--- config.mk ---
export PLATFORM = sky130hd
export DESIGN_NAME = ctrl_pipe_hazard
export DESIGN_NICKNAME = d
export VERILOG_FILES = /design/src/rtl/ctrl_pipe_hazard.sv
export SDC_FILE = /design/constraint.sdc
export NUM_CORES = 1
export LEC_CHECK = 0
export BUFFER_PORTS_ARGS = -buffer_cell sky130_fd_sc_hd__buf_2
export CAP_MARGIN = 20
export CORE_UTILIZATION = 54
export DETAILED_ROUTE_END_ITERATION = 10
export HOLD_SLACK_MARGIN = 0.15
export PLACE_DENSITY = 0.93
export SLEW_MARGIN = 30
export SYNTH_ARGS = -nofsm -noshare
export SYNTH_HDL_FRONTEND = slang
export SYNTH_SLANG_ARGS = --single-unit
--- constraint.sdc ---
create_clock -name clk_i -period 4.25 [get_ports clk_i]
set_input_delay 0.85 -clock clk_i [delete_from_list [all_inputs] [get_ports clk_i]]
set_output_delay 0.85 -clock clk_i [all_outputs]
set_load 0.005 [all_outputs]
--- src/rtl/ctrl_pipe_hazard.sv ---
// Control-path pipeline (ID/EX, EX/MEM, MEM/WB) with load-use stall insertion,
// taken-branch flush and saturating stall/flush event counters.
module ctrl_pipe_hazard #(
    parameter int REG_ADDR_W = 5,
    parameter int ALU_OP_W   = 3,
    parameter int CNT_W      = 16
) (
    input  logic                  clk_i,
    input  logic                  rst_i,
    input  logic                  id_RegWrite_i,
    input  logic [ALU_OP_W-1:0]   id_ALU_op_i,
    input  logic                  id_ALUSrc_i,
    input  logic                  id_RegDst_i,
    input  logic                  id_Branch_i,
    input  logic                  id_MemWrite_i,
    input  logic                  id_MemRead_i,
    input  logic                  id_MemtoReg_i,
    input  logic [REG_ADDR_W-1:0] id_rs_i,
    input  logic [REG_ADDR_W-1:0] id_rt_i,
    input  logic                  ex_zero_i,
    output logic                  ex_RegWrite_o,
    output logic [ALU_OP_W-1:0]   ex_ALU_op_o,
    output logic                  ex_ALUSrc_o,
    output logic                  ex_RegDst_o,
    output logic                  ex_Branch_o,
    output logic                  ex_MemWrite_o,
    output logic                  ex_MemRead_o,
    output logic                  ex_MemtoReg_o,
    output logic                  mem_RegWrite_o,
    output logic                  mem_MemWrite_o,
    output logic                  mem_MemRead_o,
    output logic                  mem_MemtoReg_o,
    output logic                  wb_RegWrite_o,
    output logic                  wb_MemtoReg_o,
    output logic                  pc_write_o,
    output logic                  ifid_write_o,
    output logic                  ifid_flush_o,
    output logic                  pc_src_o,
    output logic [CNT_W-1:0]      stall_cnt_o,
    output logic [CNT_W-1:0]      flush_cnt_o
);

    // ID/EX control register
    logic                  ex_reg_write_q, ex_reg_write_d;
    logic [ALU_OP_W-1:0]   ex_alu_op_q, ex_alu_op_d;
    logic                  ex_alu_src_q, ex_alu_src_d;
    logic                  ex_reg_dst_q, ex_reg_dst_d;
    logic                  ex_branch_q, ex_branch_d;
    logic                  ex_mem_write_q, ex_mem_write_d;
    logic                  ex_mem_read_q, ex_mem_read_d;
    logic                  ex_mem_to_reg_q, ex_mem_to_reg_d;
    logic [REG_ADDR_W-1:0] ex_rt_q, ex_rt_d;

    // EX/MEM control register
    logic mem_reg_write_q, mem_reg_write_d;
    logic mem_mem_write_q, mem_mem_write_d;
    logic mem_mem_read_q, mem_mem_read_d;
    logic mem_mem_to_reg_q, mem_mem_to_reg_d;

    // MEM/WB control register
    logic wb_reg_write_q, wb_reg_write_d;
    logic wb_mem_to_reg_q, wb_mem_to_reg_d;

    logic [CNT_W-1:0] stall_cnt_q, stall_cnt_d;
    logic [CNT_W-1:0] flush_cnt_q, flush_cnt_d;

    logic take;
    logic rt_match;
    logic luse;
    logic bubble;

    // A taken branch wins over a load-use hazard: the instruction in ID is wrong-path anyway.
    always_comb begin
        take     = ex_branch_q & ex_zero_i;
        rt_match = (ex_rt_q == id_rs_i) | (ex_rt_q == id_rt_i);
        luse     = ex_mem_read_q & (ex_rt_q != '0) & rt_match & ~take;
        bubble   = take | luse;
    end

    always_comb begin
        ex_reg_write_d  = 1'b0;
        ex_alu_op_d     = '0;
        ex_alu_src_d    = 1'b0;
        ex_reg_dst_d    = 1'b0;
        ex_branch_d     = 1'b0;
        ex_mem_write_d  = 1'b0;
        ex_mem_read_d   = 1'b0;
        ex_mem_to_reg_d = 1'b0;
        ex_rt_d         = '0;
        if (!bubble) begin
            ex_reg_write_d  = id_RegWrite_i;
            ex_alu_op_d     = id_ALU_op_i;
            ex_alu_src_d    = id_ALUSrc_i;
            ex_reg_dst_d    = id_RegDst_i;
            ex_branch_d     = id_Branch_i;
            ex_mem_write_d  = id_MemWrite_i;
            ex_mem_read_d   = id_MemRead_i;
            ex_mem_to_reg_d = id_MemtoReg_i;
            ex_rt_d         = id_rt_i;
        end
    end

    always_comb begin
        mem_reg_write_d  = ex_reg_write_q;
        mem_mem_write_d  = ex_mem_write_q;
        mem_mem_read_d   = ex_mem_read_q;
        mem_mem_to_reg_d = ex_mem_to_reg_q;
        wb_reg_write_d   = mem_reg_write_q;
        wb_mem_to_reg_d  = mem_mem_to_reg_q;
    end

    // Event counters stick at all-ones instead of wrapping.
    always_comb begin
        stall_cnt_d = stall_cnt_q;
        flush_cnt_d = flush_cnt_q;
        if (luse && (stall_cnt_q != '1)) begin
            stall_cnt_d = stall_cnt_q + CNT_W'(1);
        end
        if (take && (flush_cnt_q != '1)) begin
            flush_cnt_d = flush_cnt_q + CNT_W'(1);
        end
    end

    always_ff @(posedge clk_i or negedge rst_i) begin
        if (!rst_i) begin
            ex_reg_write_q   <= 1'b0;
            ex_alu_op_q      <= '0;
            ex_alu_src_q     <= 1'b0;
            ex_reg_dst_q     <= 1'b0;
            ex_branch_q      <= 1'b0;
            ex_mem_write_q   <= 1'b0;
            ex_mem_read_q    <= 1'b0;
            ex_mem_to_reg_q  <= 1'b0;
            ex_rt_q          <= '0;
            mem_reg_write_q  <= 1'b0;
            mem_mem_write_q  <= 1'b0;
            mem_mem_read_q   <= 1'b0;
            mem_mem_to_reg_q <= 1'b0;
            wb_reg_write_q   <= 1'b0;
            wb_mem_to_reg_q  <= 1'b0;
            stall_cnt_q      <= '0;
            flush_cnt_q      <= '0;
        end else begin
            ex_reg_write_q   <= ex_reg_write_d;
            ex_alu_op_q      <= ex_alu_op_d;
            ex_alu_src_q     <= ex_alu_src_d;
            ex_reg_dst_q     <= ex_reg_dst_d;
            ex_branch_q      <= ex_branch_d;
            ex_mem_write_q   <= ex_mem_write_d;
            ex_mem_read_q    <= ex_mem_read_d;
            ex_mem_to_reg_q  <= ex_mem_to_reg_d;
            ex_rt_q          <= ex_rt_d;
            mem_reg_write_q  <= mem_reg_write_d;
            mem_mem_write_q  <= mem_mem_write_d;
            mem_mem_read_q   <= mem_mem_read_d;
            mem_mem_to_reg_q <= mem_mem_to_reg_d;
            wb_reg_write_q   <= wb_reg_write_d;
            wb_mem_to_reg_q  <= wb_mem_to_reg_d;
            stall_cnt_q      <= stall_cnt_d;
            flush_cnt_q      <= flush_cnt_d;
        end
    end

    always_comb begin
        ex_RegWrite_o  = ex_reg_write_q;
        ex_ALU_op_o    = ex_alu_op_q;
        ex_ALUSrc_o    = ex_alu_src_q;
        ex_RegDst_o    = ex_reg_dst_q;
        ex_Branch_o    = ex_branch_q;
        ex_MemWrite_o  = ex_mem_write_q;
        ex_MemRead_o   = ex_mem_read_q;
        ex_MemtoReg_o  = ex_mem_to_reg_q;
        mem_RegWrite_o = mem_reg_write_q;
        mem_MemWrite_o = mem_mem_write_q;
        mem_MemRead_o  = mem_mem_read_q;
        mem_MemtoReg_o = mem_mem_to_reg_q;
        wb_RegWrite_o  = wb_reg_write_q;
        wb_MemtoReg_o  = wb_mem_to_reg_q;
        pc_write_o     = ~luse;
        ifid_write_o   = ~luse;
        ifid_flush_o   = take;
        pc_src_o       = take;
        stall_cnt_o    = stall_cnt_q;
        flush_cnt_o    = flush_cnt_q;
    end

endmodule

==> results of run 1 <==
==> cell type report <==
type	instances	area share
well taps	50	0.0221
multi-input cells	135	0.329
clock inverters	1	0.0106
clock buffers	7	0.0305
flip-flops and latches	53	0.469
inverters	4	0.00531
repair buffers	75	0.134
==> power groups by stage <==
stage               registers (mW)  logic, mW  clock network, mW
CTS                          0.606      0.174              0.350
detailed placement           0.616      0.173                  0
global placement             0.612      0.164                  0
global route                 0.615      0.193              0.370
floorplan                    0.613     0.0866                  0
finish                       0.607      0.169              0.343
==> state kept, by name, indices dropped and copies added (netlist names), 3 cells and up <==
register and count:
ex_ALU_op_o 3, ex_rt_q 5, flush_cnt_o 16, stall_cnt_o 16
==> through the flow <==
stage | cells | area [um2]
3_5_place_dp | 317 | 2710
3_3_place_gp | 317 | 2710
2_1_floorplan | 196 | 2310
4_1_cts | 325 | 2830
6_report | 325 | 2830
5_1_grt | 325 | 2830
==> kinds of logic after synthesis <==
group	Yosys count	synth area share
fa+ha+maj	2	0.0108
compound gates	8	0.0260
xor+xnor	34	0.129
flops	53	0.574
buf+inv	8	0.0227
mux	5	0.0238
simple gates	86	0.214
==> metal layers <==
metal	up-vias	wire length, um
li1	824	-
met1	812	1830
met2	60	2290
met3	4	236
met4	0	42
met5	-	0
==> path summary, 6_finish.rpt <==
| kind | startpoint | cells after the start | endpoint |
|---|---|---|---|
| min reg2reg | ex_MemtoReg_o$_DFF_PN0_ | 0 | mem_MemtoReg_o$_DFF_PN0_ |
| max reg2reg | ex_rt_q[2]$_DFF_PN0_ | 5 | stall_cnt_o[1]$_DFFE_PN0P_ |
| max | id_rs_i[2] | 7 | pc_write_o |
| max in group asynchronous | rst_i | 2 | mem_MemRead_o$_DFF_PN0_ |
| min in group asynchronous | rst_i | 2 | ex_Branch_o$_DFF_PN0_ |
| min | ex_MemtoReg_o$_DFF_PN0_ | 0 | mem_MemtoReg_o$_DFF_PN0_ |
==> critical path, cell delays in order <==
cell,delay (ns)
buf_2,0.10
xor2_1,0.14
nor3_2,0.20
a22oi_2,0.14
nor3_2,0.22
inv_1,0.08
buf_2,0.13
==> synthesized netlist by cell type, types with 2 or more instances <==
library cell  count
and2_1           16
mux2_2            4
nor2_1            7
nand2_1          17
xor2_1           14
xnor2_1          20
a31oi_1           3
nand3_1          10
nand2b_1          3
dfrtp_1          53
inv_1             4
and3_1            8
nand4_1          10
buf_4             2
ha_1              2
buf_6             2
nor3_2            3
nor3_1            5
==> results.md, run 1 <==
- Status: completed
- Post-Syn Area: 2310 um2
- Setup TNS: 0 ns
- Final wirelength: about 4400 um
- First drt pass iteration count: 4
- Drt wl/cell: approximately 14 um
- Commonest cells after routing, fill and taps aside: buf_2 (74), dfrtp_1 (53), xnor2_1 (20)
- Multi-input logic area: 932 um2
- FILL cells: ~320
- EDFF count, synth: 0
- Setup ws final: roughly 1.5 ns
- Asr flop ratio synth: 1.00
- Clock share of power: 0.307
- # rows: 23
- Longest Clk Path Bufs: 2
- Dpl ws: ~1.5 ns
- Met1 global-route usage: 0.255
- PortBufs: 74
- Worst Path Arrival: between 1.5 and 2 ns
- Pleak: 1.42 nW
- Root Buffer: clkbuf_8
- Synth cell types: 31
- Rel. slew slack: 0.539
- CTS tree: built
- Final Net Count: 299
- Hold Slack: between 0.3 and 0.4 ns
- PwrDens: 395 nW/um2
- Worst-Margin Slew: 0.686 ns
- P_int: roughly 0.83 mW
- Final setup viols: 0
- Critical Path End Type: output pin
- Total power: ~1.1 mW
- Worst-Skew Late Latency: approximately 0.3 ns
- R2R setup slack: between 2 and 2.5 ns
- #FFs+latches synth: between 50 and 60
- Initial core utilization: 0.570
- Hold Crit Class: flop to flop
- Clock sink count: 53
- Core Util, Final: 0.698
- Syn Area/Cell: about 12 um2
- H-tree levels: 2
- PostCTS Resize Cnt: 0
- CP Max Fanout: 4
- Die width: about 67 um
- Peak supply drop: between 200 and 300 uV
- Ranking of synthesized cells by area: dfrtp_1 (57%), xnor2_1 (7.6%), xor2_1 (5.3%)
- Clock transition at the registers of the reported paths: approximately 0.080 ns
- IO Pins: 75
- Met3 usage: 0.0507
- Switching power: ~0.29 mW
- Area growth, synth to finish: 22.5%
- CTS Hold Bufs: 0
- Commonest non-fill, non-tap cell in the layout: buf_2
- Layout cells sized above 1: 0.342
- Syn Inst Count: around 200
- Std-Cell Core Area: approximately 4000 um2
- Unrepaired setup endpoints after global routing: no
- Critical setup path kind: input pin to output pin
- Largest net degree at the start of global routing: 54
- Synth warn: 0
- Fin Clk Skew: 0.0111 ns
- Number of post-CTS setup repair buffers: 0
- Antenna violations before repair: 0
- Period utilization: 0.639
- Die Y: 67.4 um
- CP required: about 3.4 ns
- Reg area: 1330 um2
- Combinational share of power: 0.151
- Initial DRC count: 75
- Fin crit period: between 2 and 3 ns
- Fin. Hold Viols: 0
- DP HPWL: ~3300 um
- Area leader, netlist: dfrtp_1
- DRT antenna net count: 0
- Net Sw Frac: 0.256
- Crit start category: input pin
- Total number of vias: between 1.5k and 2k
- GRT busiest layer: met2
- Vias in the first global route: around 1.6k
- Seq pwr share: 0.542
- GRT met2 Usage: 0.365
- Prevailing post-synth register cell: dfrtp_1
- Post-synth top area share: 0.574
- Die area: 4550 um2
- Maxcap violations: 0
- RePlAce Congestion: ~0.85
- Gr usage total: 0.210
- Via density: 5.23
- Syn nets: roughly 220
- CTS buffer count: 5
- Grt ovf: 0
- First-pass GRT wire length: 7060 um
- Antenna Cells: 0
- Max-slew violations: 0
- Post-synthesis sequential area ratio: 0.574
- Fmax achieved: between 300 and 400 MHz
- DRC: 0
No activity file was read; power rests on OpenSTA's default activity.
==> inputs of run 2 (changes only) <==
CORE_UTILIZATION = 45   (was 54)
PLACE_DENSITY = 0.84   (was 0.93)
clock period = 2.46 ns   (was 4.25 ns; I/O delays follow)
==> run 2 against run 1 <==
Against the previous run: hold slack worse by 0.074 ns; critical path type is now flop to output pin; clock skew down 0.0067 ns; power up 62%; die area up 19%.
==> results.md, run 2 (synthesized netlist as in run 1, its figures left out) <==
- Status: completed
- Fin cells: 342
- Maxcap violations: 0
- CTS buffer count: 5
- Switching power: 0.482 mW
- Via density: about 5.0
- CP Max Fanout: 4
- Period utilization: 0.942
- Final Net Count: 300
- Peak supply drop: around 380 uV
- Clock sink count: between 50 and 60
- Commonest non-fill, non-tap cell in the layout: buf_2
- Die area: between 5000 and 6000 um2
- Reg-to-reg endpoint: flush_cnt_o[1]$_DFFE_PN0P_
- R2R setup slack: 0.51 ns
- Die width: between 70 and 80 um
- Crit Reg-Reg Startpoint: flush_cnt_o[0]$_DFFE_PN0P_
- Placed insts: 335
- Number of post-CTS setup repair buffers: 0
- Pleak: roughly 1.4 nW
- Die Y: 73.7 um
- Drt wl/cell: 12.1 um
- FILL cells: 443
- Multi-input logic area: ~930 um2
- Initial DRC count: 65
- Clock share of power: 0.261
- Initial core utilization: 0.480
- Met3 usage: 0.0453
- Antenna violations before repair: 0
- Final setup viols: 0
- Final wirelength: roughly 4100 um
- CTS Hold Bufs: 0
- Combinational share of power: 0.162
- Fin Clk Skew: between 0.004 and 0.005 ns
- DP HPWL: 3150 um
- Hold Crit Class: input pin to async pin
- Setup TNS: 0 ns
- PostCTS Resize Cnt: 0
- Fin crit period: between 2 and 2.5 ns
- Layout cells sized above 1: 0.342
- P_int: 1.33 mW
- Worst Path Arrival: 1.83 ns
- IO Pins: 75
- First-pass GRT wire length: around 6700 um
- GRT busiest layer: met2
- Fin. Hold Viols: 0
- Commonest cells after routing, fill and taps aside: buf_2 (74), dfrtp_1 (53), xnor2_1 (20)
- Clock transition at the registers of the reported paths: ~0.090 ns
- Total number of vias: ~1.7k
- Max-slew violations: 0
- Rel. slew slack: 0.570
- DRC: 0
- DRT antenna net count: 0
- Largest net degree at the start of global routing: 54
- Root Buffer: clkbuf_8
- CTS tree: built
- Antenna Cells: 0
- Gr usage total: 0.164
- R2r worst-path depth: 6
- Met1 global-route usage: 0.202
- Worst-Skew Late Latency: 0.29 ns
- # rows: 25
- Critical setup path kind: flop to output pin
- Seq pwr share: 0.577
- Fmax achieved: between 400 and 500 MHz
- Vias in the first global route: around 1.6k
- First drt pass iteration count: 4
- PortBufs: 74
- Unrepaired setup endpoints after global routing: no
- RePlAce Congestion: approximately 0.79
- Hold Slack: between 0.3 and 0.4 ns
- Critical Path End Type: output pin
- CP required: roughly 2.0 ns
- Reg area: 1330 um2
- H-tree levels: 2
- Crit start category: flop
- PwrDens: about 640 nW/um2
- Std-Cell Core Area: just under 5000 um2
- GRT met2 Usage: 0.275
- Area growth, synth to finish: 22.4%
- Grt ovf: 0
- Worst-Margin Slew: ~0.64 ns
- Net Sw Frac: 0.266
- Longest Clk Path Bufs: 2
==> run 2: cell count changes in the layout (fill, tap and decap cells not counted), sizes merged <==
cell	before	now
bufinv	1	0
buf	75	76
==> run 2: layout make-up <==
cell class | instances | share of cell area
flip-flops and latches | 53 | 0.469
multi-input cells | 135 | 0.330
repair buffers | 76 | 0.136
clock buffers | 7 | 0.0305
well taps | 67 | 0.0296
inverters | 4 | 0.00531
==> run 2: worst max path at each step <==
stage	slack, ns	end	startpoint
after detailed placement	0.38	pc_write_o	id_rt_i[3]
after global routing	0.03	ifid_write_o	ex_rt_q[0]$_DFF_PN0_
after CTS	0.12	pc_write_o	ex_rt_q[0]$_DFF_PN0_
after floorplan	0.53	pc_write_o	ex_rt_q[0]$_DFF_PN0_
final	0.14	pc_write_o	ex_rt_q[0]$_DFF_PN0_
after global placement	0.41	pc_write_o	id_rt_i[3]
==> run 2: power by group through the flow <==
stage | combinational (mW) | sequential, mW | clock, mW
6_report | 0.293 | 1.05 | 0.474
5_1_grt | 0.335 | 1.06 | 0.519
4_1_cts | 0.301 | 1.05 | 0.489
3_5_place_dp | 0.301 | 1.07 | 0
3_3_place_gp | 0.286 | 1.06 | 0
2_1_floorplan | 0.150 | 1.06 | 0
==> run 2: through the flow <==
stage | instance area [um2] | worst slack [ns] | util | power [mW]
after floorplan | 2310 | 0.531 | - | 1.21
after global placement | 2740 | 0.407 | 0.569 | 1.35
after detailed placement | 2740 | 0.383 | 0.569 | 1.37
after CTS | 2830 | 0.121 | 0.587 | 1.84
after global routing | 2830 | 0.0301 | 0.587 | 1.91
final | 2830 | 0.142 | 0.587 | 1.81
==> run 2: critical path, cell delays in order, from the launching register on <==
cell	delay [ns]
dfrtp_1	0.42
or4_1	0.55
o21ai_2	0.26
nor3_2	0.12
inv_1	0.08
buf_2	0.11
==> run 2: routing by layer <==
| layer | part of all wire | wire length [um] | vias up |
|---|---|---|---|
| li1 | - | - | 822 |
| met1 | 0.45 | 1860 | 811 |
| met2 | 0.47 | 1950 | 62 |
| met3 | 0.065 | 268 | 5 |
| met4 | 0.012 | 51 | 0 |
| met5 | 0 | 0 | - |
==> inputs of run 3 (changes only) <==
CORE_UTILIZATION = 50   (was 45)
PLACE_DENSITY = 0.88   (was 0.84)
clock period = 2.4 ns   (was 2.46 ns; I/O delays follow)
==> run 3 against run 2 <==
Against the previous run: wire length increased by 12%; register-to-register slack got worse by 0.10 ns; clock power increased by 33%; die area decreased by 9.7%; first-iteration DRC count increased by 12%; final area increased by 1.8%; count of clock-buffer cells in the layout decreased by 1; critical path type unchanged; highest routed layer unchanged.
==> results.md, run 3 (synthesized netlist as in run 1, its figures left out) <==
- Crit start category: flop
- H-tree levels: 2
- Setup TNS: 0 ns
- Post-DP Area: about 2700 um2
- Std-Cell Core Area: around 4400 um2
- Fin area: around 2900 um2
- CTS Hold Bufs: 0
- Fin. Hold Viols: 0
- Maxcap violations: 0
- First-pass GRT wire length: 7640 um
- Total power: just over 2 mW
- Pleak: ~1.4 nW
- IO Pins: 75
- Critical setup path kind: flop to output pin
- Dpl ws: roughly 0.29 ns
- Gr usage total: 0.199
- Commonest cells after routing, fill and taps aside: buf_2 (74), dfrtp_1 (53), xnor2_1 (20)
- Hold Crit Class: input pin to async pin
- Vias in the first global route: between 1.5k and 2k
- Initial DRC count: 73
- Final wirelength: between 4000 and 5000 um
- Layout cells sized above 1: 0.353
- Status: completed
- Period utilization: 0.966
- Area growth, synth to finish: 24.6%
- Worst Path Arrival: approximately 1.8 ns
- Critical Path End Type: output pin
- CTS buffer count: 5
- RePlAce Congestion: about 0.90
- Antenna violations before repair: 0
- Longest Clk Path Bufs: 2
- Die Y: between 60 and 70 um
- DRT antenna net count: 0
- Die area: 4900 um2
- Peak supply drop: about 450 uV
- CTS tree: built
- Commonest non-fill, non-tap cell in the layout: buf_2
- Hold Slack: about 0.14 ns
- DP HPWL: 3530 um
- Setup ws final: 0.0825 ns
- Die width: 70.0 um
- Total number of vias: approximately 1.7k
- First drt pass iteration count: 4
- CP Max Fanout: 4
- Max-slew violations: 0
- Rel. slew slack: 0.647
- Clock transition at the registers of the reported paths: around 0.090 ns
- Via density: 5.24
- PwrDens: approximately 700 nW/um2
- Placed insts: 320
- PortBufs: between 70 and 80
- Largest net degree at the start of global routing: 31
- Antenna Cells: 0
- Fin Clk Skew: slightly below 0.006 ns
- CP required: 1.92 ns
- # rows: 24
- Fin cells: between 300 and 400
- Final Net Count: between 300 and 400
- Initial core utilization: 0.527
- DRC: 0
- Fin crit period: about 2.3 ns
- Root Buffer: clkbuf_8
- Core Util, Final: 0.657
- Clock sink count: between 50 and 60
- Worst-Skew Late Latency: ~0.3 ns
- Fmax achieved: roughly 430 MHz
- Grt ovf: 0
- Worst-Margin Slew: approximately 0.53 ns
- Final setup viols: 0
- Drt wl/cell: ~14 um
[run 3: changes by cell type in the layout (fill, tap and decap cells not counted), sizes merged]
| cell | previous run | this run |
|---|---|---|
| bufinv | 0 | 1 |
| buf | 76 | 78 |
| clkbuf | 7 | 6 |
| clkinvlp | 0 | 1 |
[run 3: routing by layer]
metal / up-vias / GRT usage / share of wire
li1: 826 / - / -
met1: 836 / 0.241 / 0.42
met2: 58 / 0.344 / 0.51
met3: 9 / 0.0462 / 0.048
met4: 0 / 0.0756 / 0.021
met5: - / 0 / 0
[run 3: final timing paths]
path	cells after the start	slack, ns	endpoint	from
worst max-delay path	5	0.08	pc_write_o	ex_rt_q[0]$_DFF_PN0_
worst min-delay path	1	0.14	ex_RegWrite_o$_DFF_PN0_	rst_i
worst max register to register	6	0.41	stall_cnt_o[1]$_DFFE_PN0P_	ex_rt_q[0]$_DFF_PN0_
worst min register to register	0	0.38	mem_MemtoReg_o$_DFF_PN0_	ex_MemtoReg_o$_DFF_PN0_
max in group asynchronous	2	1.72	stall_cnt_o[1]$_DFFE_PN0P_	rst_i
min in group clk_i	2	0.38	ex_Branch_o$_DFF_PN0_	id_Branch_i
[run 3: layout make-up]
| cell class | instances | area (um2) |
|---|---|---|
| timing repair buffer | 78 | 413 |
| multi-input combinational | 135 | 940 |
| clock buffer | 6 | 82.6 |
| sequential | 53 | 1330 |
| clock inverter | 2 | 37.5 |
| tap | 52 | 65.1 |
| fill | 346 | 1510 |
| inverter | 4 | 15.0 |
[run 3: what timing repair did]
item | in CTS | in global routing
endpoints found under the setup margin | 0 | 2
buffers inserted | 0 | 2
resized for setup | 0 | 1
[run 3: critical path: stages, from the launching register on]
cell and delay [ns]:
dfrtp_1 0.42, or4_1 0.59, o21ai_4 0.21, nor3_2 0.09
inv_1 0.10, buf_2 0.12
[run 3: power breakdown]
group / internal [mW] / switching, mW / total (mW) / leakage, nW
Combinational: 0.163 / 0.150 / 0.313 / 0.690
Clock: 0.339 / 0.292 / 0.632 / 0.0574
Sequential: 0.979 / 0.0970 / 1.08 / 0.692
Total: 1.48 / 0.540 / 2.02 / 1.44
